### config.mk
export PLATFORM = sky130hd
export DESIGN_NAME = instr_fetch
export DESIGN_NICKNAME = d
export VERILOG_FILES = /design/src/rtl/msp430_pkg.sv /design/src/rtl/instr_decode.sv /design/src/rtl/instr_fetch.sv
export SDC_FILE = /design/constraint.sdc
export NUM_CORES = 1
export LEC_CHECK = 0
export CAP_MARGIN = 5
export CORE_MARGIN = 1.5
export CORE_UTILIZATION = 45
export CTS_CLUSTER_DIAMETER = 120
export DETAILED_ROUTE_END_ITERATION = 8
export PLACE_DENSITY = 0.73
export RECOVER_POWER = 50
export SLEW_MARGIN = 30
export SYNTH_ARGS = -nofsm -noshare
export SYNTH_HDL_FRONTEND = slang
export SYNTH_SLANG_ARGS = --single-unit
### constraint.sdc
create_clock -name clk -period 1.6 [get_ports clk]
set_input_delay 0.32 -clock clk [delete_from_list [all_inputs] [get_ports clk]]
set_output_delay 0.32 -clock clk [all_outputs]
set_load 0.005 [all_outputs]
### src/rtl/msp430_pkg.sv
// msp430_pkg: shared fetch/decode types and constants for the MSP430 front end
package msp430_pkg;
    typedef enum logic [1:0] {FMT_I, FMT_II, FMT_JMP, FMT_ILL} fmt_t;
    typedef enum logic [2:0] {S_VEC, S_OP, S_SRC, S_DST, S_ISSUE, S_DRAIN} state_t;
    localparam logic [15:0] RST_VEC_DEF = 16'hFFFE;
    localparam logic [15:0] PC_STEP     = 16'd2;
    localparam logic [3:0]  PC_REG      = 4'd0;
    localparam logic [3:0]  CG1_REG     = 4'd2;
    localparam logic [3:0]  CG2_REG     = 4'd3;
endpackage

### src/rtl/instr_decode.sv
// instr_decode: combinational MSP430 format I/II/jump field decode and extension-word needs
module instr_decode
    import msp430_pkg::*;
(
    input  logic [15:0] i_ir,
    output fmt_t        o_fmt,
    output logic [3:0]  o_sa,
    output logic [3:0]  o_da,
    output logic [1:0]  o_as,
    output logic        o_ad,
    output logic        o_bw,
    output logic        o_need_src,
    output logic        o_need_dst
);
    logic w_f1, w_f2, w_jmp, w_cg;
    assign w_f1  = |i_ir[15:14];
    assign w_f2  = i_ir[15:10] == 6'b000100 && i_ir[9:7] != 3'b111;
    assign w_jmp = i_ir[15:13] == 3'b001;
    assign o_fmt = w_f1 ? FMT_I : w_f2 ? FMT_II : w_jmp ? FMT_JMP : FMT_ILL;
    assign o_sa  = w_f1 ? i_ir[11:8] : w_f2 ? i_ir[3:0] : 4'd0;
    assign o_da  = (w_f1 || w_f2) ? i_ir[3:0] : 4'd0;
    assign o_as  = (w_f1 || w_f2) ? i_ir[5:4] : 2'd0;
    assign o_bw  = (w_f1 || w_f2) && i_ir[6];
    assign o_ad  = w_f1 && i_ir[7];
    // constant generators synthesise their operand, so they never consume an extension word
    assign w_cg       = o_sa == CG2_REG || (o_sa == CG1_REG && o_as[1]);
    assign o_need_src = !w_cg && (o_as == 2'b01 || (o_as == 2'b11 && o_sa == PC_REG));
    assign o_need_dst = o_ad;
endmodule

### src/rtl/instr_fetch.sv
// instr_fetch: MSP430 fetch/decode stage issuing decoded instructions over valid/ready
module instr_fetch
    import msp430_pkg::*;
#(
    parameter logic [15:0] RST_VEC_ADDR = RST_VEC_DEF
) (
    input  logic        clk,
    input  logic        rst,
    output logic        mem_req,
    output logic [15:0] mem_addr,
    input  logic        mem_ack,
    input  logic [15:0] mem_rdata,
    input  logic        redirect_valid,
    input  logic [15:0] redirect_pc,
    output logic        issue_valid,
    input  logic        issue_ready,
    output logic [15:0] issue_ir,
    output logic [1:0]  issue_fmt,
    output logic [3:0]  issue_SA,
    output logic [3:0]  issue_DA,
    output logic [1:0]  issue_As,
    output logic        issue_Ad,
    output logic        issue_BW,
    output logic [15:0] issue_src_ext,
    output logic [15:0] issue_dst_ext,
    output logic [15:0] issue_pc,
    output logic [15:0] issue_next_pc
);
    state_t      r_state;
    fmt_t        r_fmt, w_fmt;
    logic        r_req, r_valid, r_ad, r_bw, r_need_dst;
    logic [15:0] r_addr, r_pc, r_ir, r_src, r_dst, r_ipc;
    logic [3:0]  r_sa, r_da, w_sa, w_da;
    logic [1:0]  r_as, w_as;
    logic        w_ad, w_bw, w_need_src, w_need_dst, w_ack, w_pending, w_more;
    logic [15:0] w_pc_inc, w_redir_pc;

    instr_decode u_dec (
        .i_ir       (mem_rdata),
        .o_fmt      (w_fmt),
        .o_sa       (w_sa),
        .o_da       (w_da),
        .o_as       (w_as),
        .o_ad       (w_ad),
        .o_bw       (w_bw),
        .o_need_src (w_need_src),
        .o_need_dst (w_need_dst)
    );

    assign w_ack      = r_req && mem_ack;
    assign w_pending  = r_req && !mem_ack;
    assign w_pc_inc   = r_pc + PC_STEP;
    assign w_redir_pc = redirect_pc & 16'hFFFE;
    assign w_more     = w_need_src || w_need_dst;

    always_ff @(posedge clk or negedge rst) begin
        if (!rst) begin
            r_state    <= S_VEC;
            r_req      <= 1'b0;
            r_addr     <= '0;
            r_pc       <= '0;
            r_valid    <= 1'b0;
            r_ir       <= '0;
            r_fmt      <= FMT_I;
            r_sa       <= '0;
            r_da       <= '0;
            r_as       <= '0;
            r_ad       <= 1'b0;
            r_bw       <= 1'b0;
            r_src      <= '0;
            r_dst      <= '0;
            r_ipc      <= '0;
            r_need_dst <= 1'b0;
        end else if (redirect_valid && r_state != S_VEC) begin
            r_valid <= 1'b0;
            r_pc    <= w_redir_pc;
            // an in-flight read must still complete; its data is dropped in DRAIN
            if (w_pending) begin
                r_state <= S_DRAIN;
            end else begin
                r_state <= S_OP;
                r_req   <= 1'b1;
                r_addr  <= w_redir_pc;
            end
        end else begin
            case (r_state)
                S_VEC: begin
                    if (!r_req) begin
                        r_req  <= 1'b1;
                        r_addr <= RST_VEC_ADDR & 16'hFFFE;
                    end else if (mem_ack) begin
                        r_pc    <= mem_rdata & 16'hFFFE;
                        r_addr  <= mem_rdata & 16'hFFFE;
                        r_state <= S_OP;
                    end
                end
                S_OP: if (w_ack) begin
                    r_ir       <= mem_rdata;
                    r_ipc      <= r_pc;
                    r_fmt      <= w_fmt;
                    r_sa       <= w_sa;
                    r_da       <= w_da;
                    r_as       <= w_as;
                    r_ad       <= w_ad;
                    r_bw       <= w_bw;
                    r_src      <= '0;
                    r_dst      <= '0;
                    r_need_dst <= w_need_dst;
                    r_pc       <= w_pc_inc;
                    r_addr     <= w_pc_inc;
                    r_req      <= w_more;
                    r_valid    <= !w_more;
                    r_state    <= w_need_src ? S_SRC : w_need_dst ? S_DST : S_ISSUE;
                end
                S_SRC: if (w_ack) begin
                    r_src   <= mem_rdata;
                    r_pc    <= w_pc_inc;
                    r_addr  <= w_pc_inc;
                    r_req   <= r_need_dst;
                    r_valid <= !r_need_dst;
                    r_state <= r_need_dst ? S_DST : S_ISSUE;
                end
                S_DST: if (w_ack) begin
                    r_dst   <= mem_rdata;
                    r_pc    <= w_pc_inc;
                    r_addr  <= w_pc_inc;
                    r_req   <= 1'b0;
                    r_valid <= 1'b1;
                    r_state <= S_ISSUE;
                end
                S_ISSUE: if (issue_ready) begin
                    r_valid <= 1'b0;
                    r_req   <= 1'b1;
                    r_addr  <= r_pc;
                    r_state <= S_OP;
                end
                S_DRAIN: if (w_ack) begin
                    r_addr  <= r_pc;
                    r_state <= S_OP;
                end
                default: r_state <= S_VEC;
            endcase
        end
    end

    assign mem_req       = r_req;
    assign mem_addr      = r_addr;
    assign issue_valid   = r_valid;
    assign issue_ir      = r_ir;
    assign issue_fmt     = r_fmt;
    assign issue_SA      = r_sa;
    assign issue_DA      = r_da;
    assign issue_As      = r_as;
    assign issue_Ad      = r_ad;
    assign issue_BW      = r_bw;
    assign issue_src_ext = r_src;
    assign issue_dst_ext = r_dst;
    assign issue_pc      = r_ipc;
    assign issue_next_pc = r_pc;
endmodule

==> results_dict.tcl, run 1 <==
set metrics [dict create \
    ff_latch_area_mm2 0.00284 \
    grt_util_all_layers 0.360 \
    synthCells 619 \
    synth_cell_types 72 \
    fin_crit_ps 2200 \
    synth.top_cell.area_share 0.487 \
    hold_depth 4 \
    drc 0 \
    combPwrFrac 0.608 \
    place_congestion 0.912 \
    nFillCells 509 \
    nets 988 \
    ant_nets 0 \
    wl_mm 30.8 \
    max-cap-violations 0 \
    cts_made_buffers 17 \
    wire_per_inst_um 27.2 \
    clockRootBuffer "clkbuf_16" \
    hold_ws_ps 467 \
    fp.dieH_um 117 \
    synth-async-reset-ratio 1.00 \
    dp_slack_ps -628 \
    outcome "finished with violations" \
    pwr-share-seq 0.213 \
    firstDrtPassIters 6 \
    cp-end-kind "register" \
    fp.dieW_um 117 \
    startpoint_type "register" \
    tightest_slew_ps 1040 \
    clockBufferDepth 2 \
    grt_max_degree 79 \
    cts_htree_levels 4 \
    yosysWarnings 0 \
    critical_path_class "reg2reg" \
    worstPathCellList "ha_4 > nand3_4 > buf_4 > o31ai_2 > a21oi_4 > a2111oi_4 > o31ai_4" \
    grt_pass1_vias 6668 \
    holdCritPathClass "in2reg" \
    cts.sinks 113 \
    yosysSeqAreaShare 0.487 \
    grt_setup_unrepaired "true" \
    setup_viol 115 \
    cts.clk_slew.worst_paths_ps 60 \
    slowest_stage "a2111oi_4" \
    reg2reg_to "mem_addr[9]" \
    utilization 0.887 \
    io_pins 149 \
    max-slew-margin-rel 0.307 \
    area_growth_pct 92.9 \
    r2r-start "issue_next_pc[1]" \
    ys.flop_type "dfrtp_1" \
    grt_remaining_overflow 0 \
    failed_checks "negative setup slack" \
    fin_crit_sh 1.37 \
    start_util 0.460 \
    ys_seq_elements 113 \
    pwr-share-clk 0.179 \
    p_switching_uw 9470 \
    stdcell_count 1135 \
    max_stage_delay_ps 580 \
    die_area_mm2 0.0136 \
    multiInputGateArea_mm2 0.00397 \
    avgSynthCellArea_um2 9.37 \
    setup_slack_ps -598 \
    swShare 0.409 \
    p_int_uw 13700 \
    yosys.area.top_type "dfrtp_1" \
    core_mm2 0.0126 \
    grt_pass1_wl_mm 36.1 \
    leakagePower_uw 0.00533 \
    power.density_mw_per_mm2 2070 \
    setup_tns_ps -28500 \
    cts_tree "built" \
    finalMaxSlewViolations 0 \
    synth.top_cells.by_area "dfrtp_1, nand2_1, o21ai_0" \
    ir_drop_v 0.00143 \
    whs_endpoint "issue_dst_ext[0]" \
    crit_fanout 4 \
    numPlacedInstances 1005 \
    hold_viol_final 0 \
    synth-edff-count 0 \
    hpwl_mm 13.9 \
    r2r_cells 7 \
    clk-insertion-delay-late_ps 450 \
    antenna_found_initial 1 \
    rrSetupSlack_ps -600 \
    drtIter0Drc 829 \
    fmaxAchievable_mhz 455 \
    cp_data_required_time_ps 1900 \
    vias 7412 \
    avgViaCountPerCell 6.53 \
    clock_skew_ps 21.8 \
    netlist_area_mm2 0.00580 \
    io_buffers 145 \
    critical_path_arrival_ps 2500 \
    rows 41 \
    drive_gt1_frac 0.529 \
    hold_start "mem_rdata[0]" \
]
-- through the flow --
stage,power [µW],cell area [µm²]
global route,23900,11200
global placement,13100,8260
finish,23100,11200
detailed placement,13400,8260
floorplan,8860,5940
CTS,19200,9900
-- power groups by stage --
| stage | Combinational, µW | Sequential [µW] | Clock, µW |
|---|---|---|---|
| after global placement | 8330 | 4790 | 0 |
| after floorplan | 4010 | 4850 | 0 |
| after detailed placement | 8530 | 4830 | 0 |
| after global routing | 14600 | 5000 | 4280 |
| after CTS | 10500 | 4710 | 4050 |
| final | 14100 | 4940 | 4150 |
-- cells by family (layout without fill, tap and decap cells) --
logic type,Yosys count,after routing,synth area share
XOR/XNOR,2,2,0.00302
multiplexers,32,32,0.0615
AND/OR/NAND/NOR,223,223,0.182
buffers and inverters,60,401,0.0578
other,1,3,0.000646
flip-flops,113,113,0.487
adder cells (fa/ha/maj),1,1,0.00216
AO/OA/AOI/OAI,187,188,0.206
-- critical path: cells and delay by family (launching register included) --
| kind | cells | cell delay (ps) |
|---|---|---|
| AO/OA/AOI/OAI | 4 | 1160 |
| flip-flops | 1 | 430 |
| adder cells (fa/ha/maj) | 1 | 200 |
| buffers and inverters | 1 | 150 |
| AND/OR/NAND/NOR | 1 | 110 |
-- final cells by class --
class	instances	area share
antenna	1	0.000224
clock buffer	21	0.0411
clock inverter	10	0.0142
inverter	5	0.00201
multi-input combinational	448	0.354
sequential	113	0.253
tap	172	0.0192
timing repair buffer	365	0.316
-- state kept, by name (all words and copies together), names as in the netlist, 2 cells and up --
signal         count
issue_DA           4
mem_addr          16
issue_src_ext     16
issue_As           2
issue_SA           4
issue_pc          15
issue_fmt          2
issue_ir          16
issue_dst_ext     16
r_state            3
issue_next_pc     15
-- per-layer routing --
metal | global-route usage | routed length (µm) | part of all wire | vias to the layer above
met2 | 0.605 | 14300 | 0.46 | 703
li1 | - | - | - | 2876
met5 | 0 | 0 | 0 | -
met4 | 0.194 | 2650 | 0.086 | 0
met1 | 0.410 | 10300 | 0.33 | 3570
met3 | 0.114 | 3670 | 0.12 | 263
-- worst max path at each step --
| stage | startpoint | to | depth (start not counted) |
|---|---|---|---|
| after floorplan | issue_next_pc[2] | mem_addr[15] | 6 |
| after global placement | mem_rdata[9] | mem_addr[9] | 6 |
| after detailed placement | mem_rdata[9] | mem_addr[9] | 6 |
| after CTS | r_state[1] | mem_addr[12] | 7 |
| after global routing | issue_next_pc[1] | mem_addr[9] | 7 |
| final | issue_next_pc[1] | mem_addr[9] | 7 |
-- layout by cell type, fill, tap and decap left out, drive strengths merged, types with 5 or more instances in the layout --
cell type / n
clkbuf: 34
o21ai: 83
dlymetal6s2s: 20
a2111oi: 5
nand3: 7
and2: 7
nand2b: 5
mux2: 29
clkdlybuf4s50: 26
buf: 211
nor2: 31
a21oi: 22
a31oi: 9
dfrtp: 113
nand4: 6
dlygate4sd2: 94
o21a: 10
nor3: 9
a22oi: 7
nand2: 130
o31ai: 17
-- synth_stat cells (2+ instances only) --
cell type	count
and2_1	7
nor2_1	30
mux2i_1	3
buf_6	7
buf_4	10
a211oi_1	2
a21oi_1	21
or2_1	2
nand3_1	6
dfrtp_1	113
a41oi_1	2
nor4b_1	3
a2111oi_0	4
nor3_1	9
nor4_1	4
nand2_1	129
o211ai_1	4
a22oi_1	6
mux2_2	28
and3_1	2
o21ai_0	80
or4_1	2
inv_1	5
o22ai_1	2
o31ai_1	16
nor4bb_1	3
o21bai_1	2
nand4_1	6
o21a_1	10
and4_1	2
clkbuf_1	22
o21ai_1	2
nand2b_1	5
a31oi_1	9
o311ai_0	2
a22o_1	3
a2bb2oi_1	2
or4_4	2
a21o_1	4
buf_2	16
-- repair_timing --
| action | 4_1_cts | 5_1_grt |
|---|---|---|
| endpoints found under the setup margin | 201 | 136 |
| hold endpoints to repair | 113 | 0 |
| buffers inserted | 51 | 37 |
| resized for setup | 261 | 281 |
| cloned | 7 | 6 |
| hold buffers | 1 | 0 |
| pin swaps | 49 | 95 |
(Power assumes the default switching activity.)
==> run 2, diff against run 1 <==
- PLACE_DENSITY: 0.73 -> 0.7
- SETUP_SLACK_MARGIN: not set -> 0.15
- SKIP_LAST_GASP: not set -> 1
- clock period: 1.6 -> 2.2 ns (I/O delays scaled with it)
==> run 2 against run 1 <==
Compared with the run above:
- the run now ends clean
- clock-buffer cell count grew 1
- clock skew shrank 15 ps
- global-route usage shrank 7.3 points
- sequential share of layout area grew 8.4 points
- power shrank 49%
- design area shrank 25%
- critical path type is now reg2out
- critical endpoint is now issue_next_pc[13]
- largest cell class is now registers
==> results_dict.tcl, run 2 (synthesis results as in run 1) <==
set metrics [dict create \
    tightest_slew_ps 991 \
    nets 842 \
    ir_drop_v 0.000699 \
    clock_skew_ps 6.53 \
    critical_path_class "reg2out" \
    max_stage_delay_ps 570 \
    grt_remaining_overflow 0 \
    hpwl_mm 13.6 \
    rows 41 \
    max-slew-margin-rel 0.339 \
    worstPathCellList "clkdlybuf4s50_1" \
    ant_nets 0 \
    antenna_cells 0 \
    setup_viol 0 \
    clk-insertion-delay-late_ps 410 \
    startpoint "issue_next_pc[13]" \
    holdBufCountCts 0 \
    area_growth_pct 44.6 \
    outcome "finished clean" \
    wire_per_inst_um 19.3 \
    drc 0 \
    combPwrFrac 0.489 \
    cts_tree "built" \
    fp.dieH_um 117 \
    drive_gt1_frac 0.187 \
    grt_setup_unrepaired "true" \
    avgViaCountPerCell 5.62 \
    leakagePower_uw 0.00357 \
    fp.dieW_um 117 \
    holdCritPathClass "in2async" \
    cp.depth 1 \
    startpoint_type "register" \
    cp_top_family "buffers and inverters" \
    die_area_mm2 0.0136 \
    drtIter0Drc 400 \
    pwr-share-seq 0.295 \
    numPlacedInstances 955 \
    firstDrtPassIters 5 \
    clockBufferDepth 2 \
    clockRootBuffer "clkbuf_16" \
    power.density_mw_per_mm2 1390 \
    finalInstanceArea_mm2 0.00839 \
    stdcell_count 985 \
    grt_pass1_wl_mm 29.0 \
    swShare 0.357 \
    cp_data_required_time_ps 1760 \
    slowest_stage "clkdlybuf4s50_1" \
    grt_pass1_vias 5325 \
    rrSetupSlack_ps 230 \
    core_mm2 0.0126 \
    max-cap-violations 0 \
    antenna_found_initial 0 \
    crit_fanout 8 \
    finalMaxSlewViolations 0 \
    cts_made_buffers 17 \
    grt_max_degree 47 \
    start_util 0.460 \
    io_pins 149 \
    place_congestion 0.887 \
    io_buffers 145 \
    multiInputGateArea_mm2 0.00268 \
    cts.clk_slew.worst_paths_ps 50 \
    grt_util_all_layers 0.287 \
    crit_end "issue_next_pc[13]" \
    cts.sinks 113 \
    nFillCells 1065 \
    cp-end-kind "primary output" \
    p_switching_uw 4170 \
    fin_crit_sh 0.900 \
    hold_viol_final 0 \
    critical_path_arrival_ps 1540 \
    dpl-instance-area_mm2 0.00782 \
    cts_htree_levels 4 \
    reg2reg_to "issue_next_pc[10]" \
    pwr-share-clk 0.216 \
    path_buf_inv 1 \
    fmaxAchievable_mhz 505 \
    ff_latch_area_mm2 0.00283 \
    final_cell_mix "nand2_1, dfrtp_1, clkdlybuf4s50_1" \
    p_int_uw 7530 \
    r2r-start "r_state[2]" \
    wl_mm 19.0 \
    mostFrequentLayoutCell "nand2_1" \
    r2r_cells 5 \
    vias 5531 \
    power_uw 11700 \
    fin_crit_ps 1980 \
]
-- run 2: layout make-up --
cell class                      instances  area share
Clock buffer                           22      0.0565
Clock inverter                          6     0.00716
Inverter                                5     0.00224
Multi-Input combinational cell        447       0.320
Sequential cell                       113       0.337
Tap cell                              172      0.0257
Timing Repair Buffer                  220       0.251
-- run 2: layer usage --
layer | vias up | global-route usage | wire, µm
met2 | 267 | 0.475 | 9240
met1 | 2660 | 0.366 | 7830
li1 | 2566 | - | -
met4 | 0 | 0.107 | 470
met3 | 38 | 0.0711 | 1440
met5 | - | 0 | 0
-- run 2: worst min-delay path by stage --
stage / from / end / slack (ps) / cells after the start
global route: rst / issue_pc[14] / 250 / 1
global placement: rst / issue_pc[14] / 450 / 1
detailed placement: rst / issue_pc[14] / 460 / 1
floorplan: rst / issue_As[0] / 140 / 0
CTS: rst / issue_pc[14] / 20 / 1
finish: rst / issue_next_pc[14] / 180 / 1
-- run 2: through the flow --
step                      TNS (ps)  worst slack [ps]  utilization  hold WS, ps
after CTS                        0               201        0.662         20.6
after detailed placement      -168             -77.5        0.620          459
after floorplan                  0               388            -          144
after global placement       -69.2             -69.2        0.620          449
after global routing             0              87.1        0.665          252
final                            0               221        0.665          181
-- run 2: repair_timing --
action	4_1_cts	5_1_grt
resized for setup	1	9
cloned	0	1
setup endpoints to repair	1	10
endpoints found under the hold margin	0	0
setup buffers	0	1
-- run 2: power by group through the flow --
stage               clock network [µW]  logic (µW)  registers, µW
finish                            2530        5720           3450
global route                      2650        6250           3540
CTS                               2550        5770           3440
detailed placement                   0        5730           3450
global placement                     0        5640           3410
floorplan                            0        2710           3500
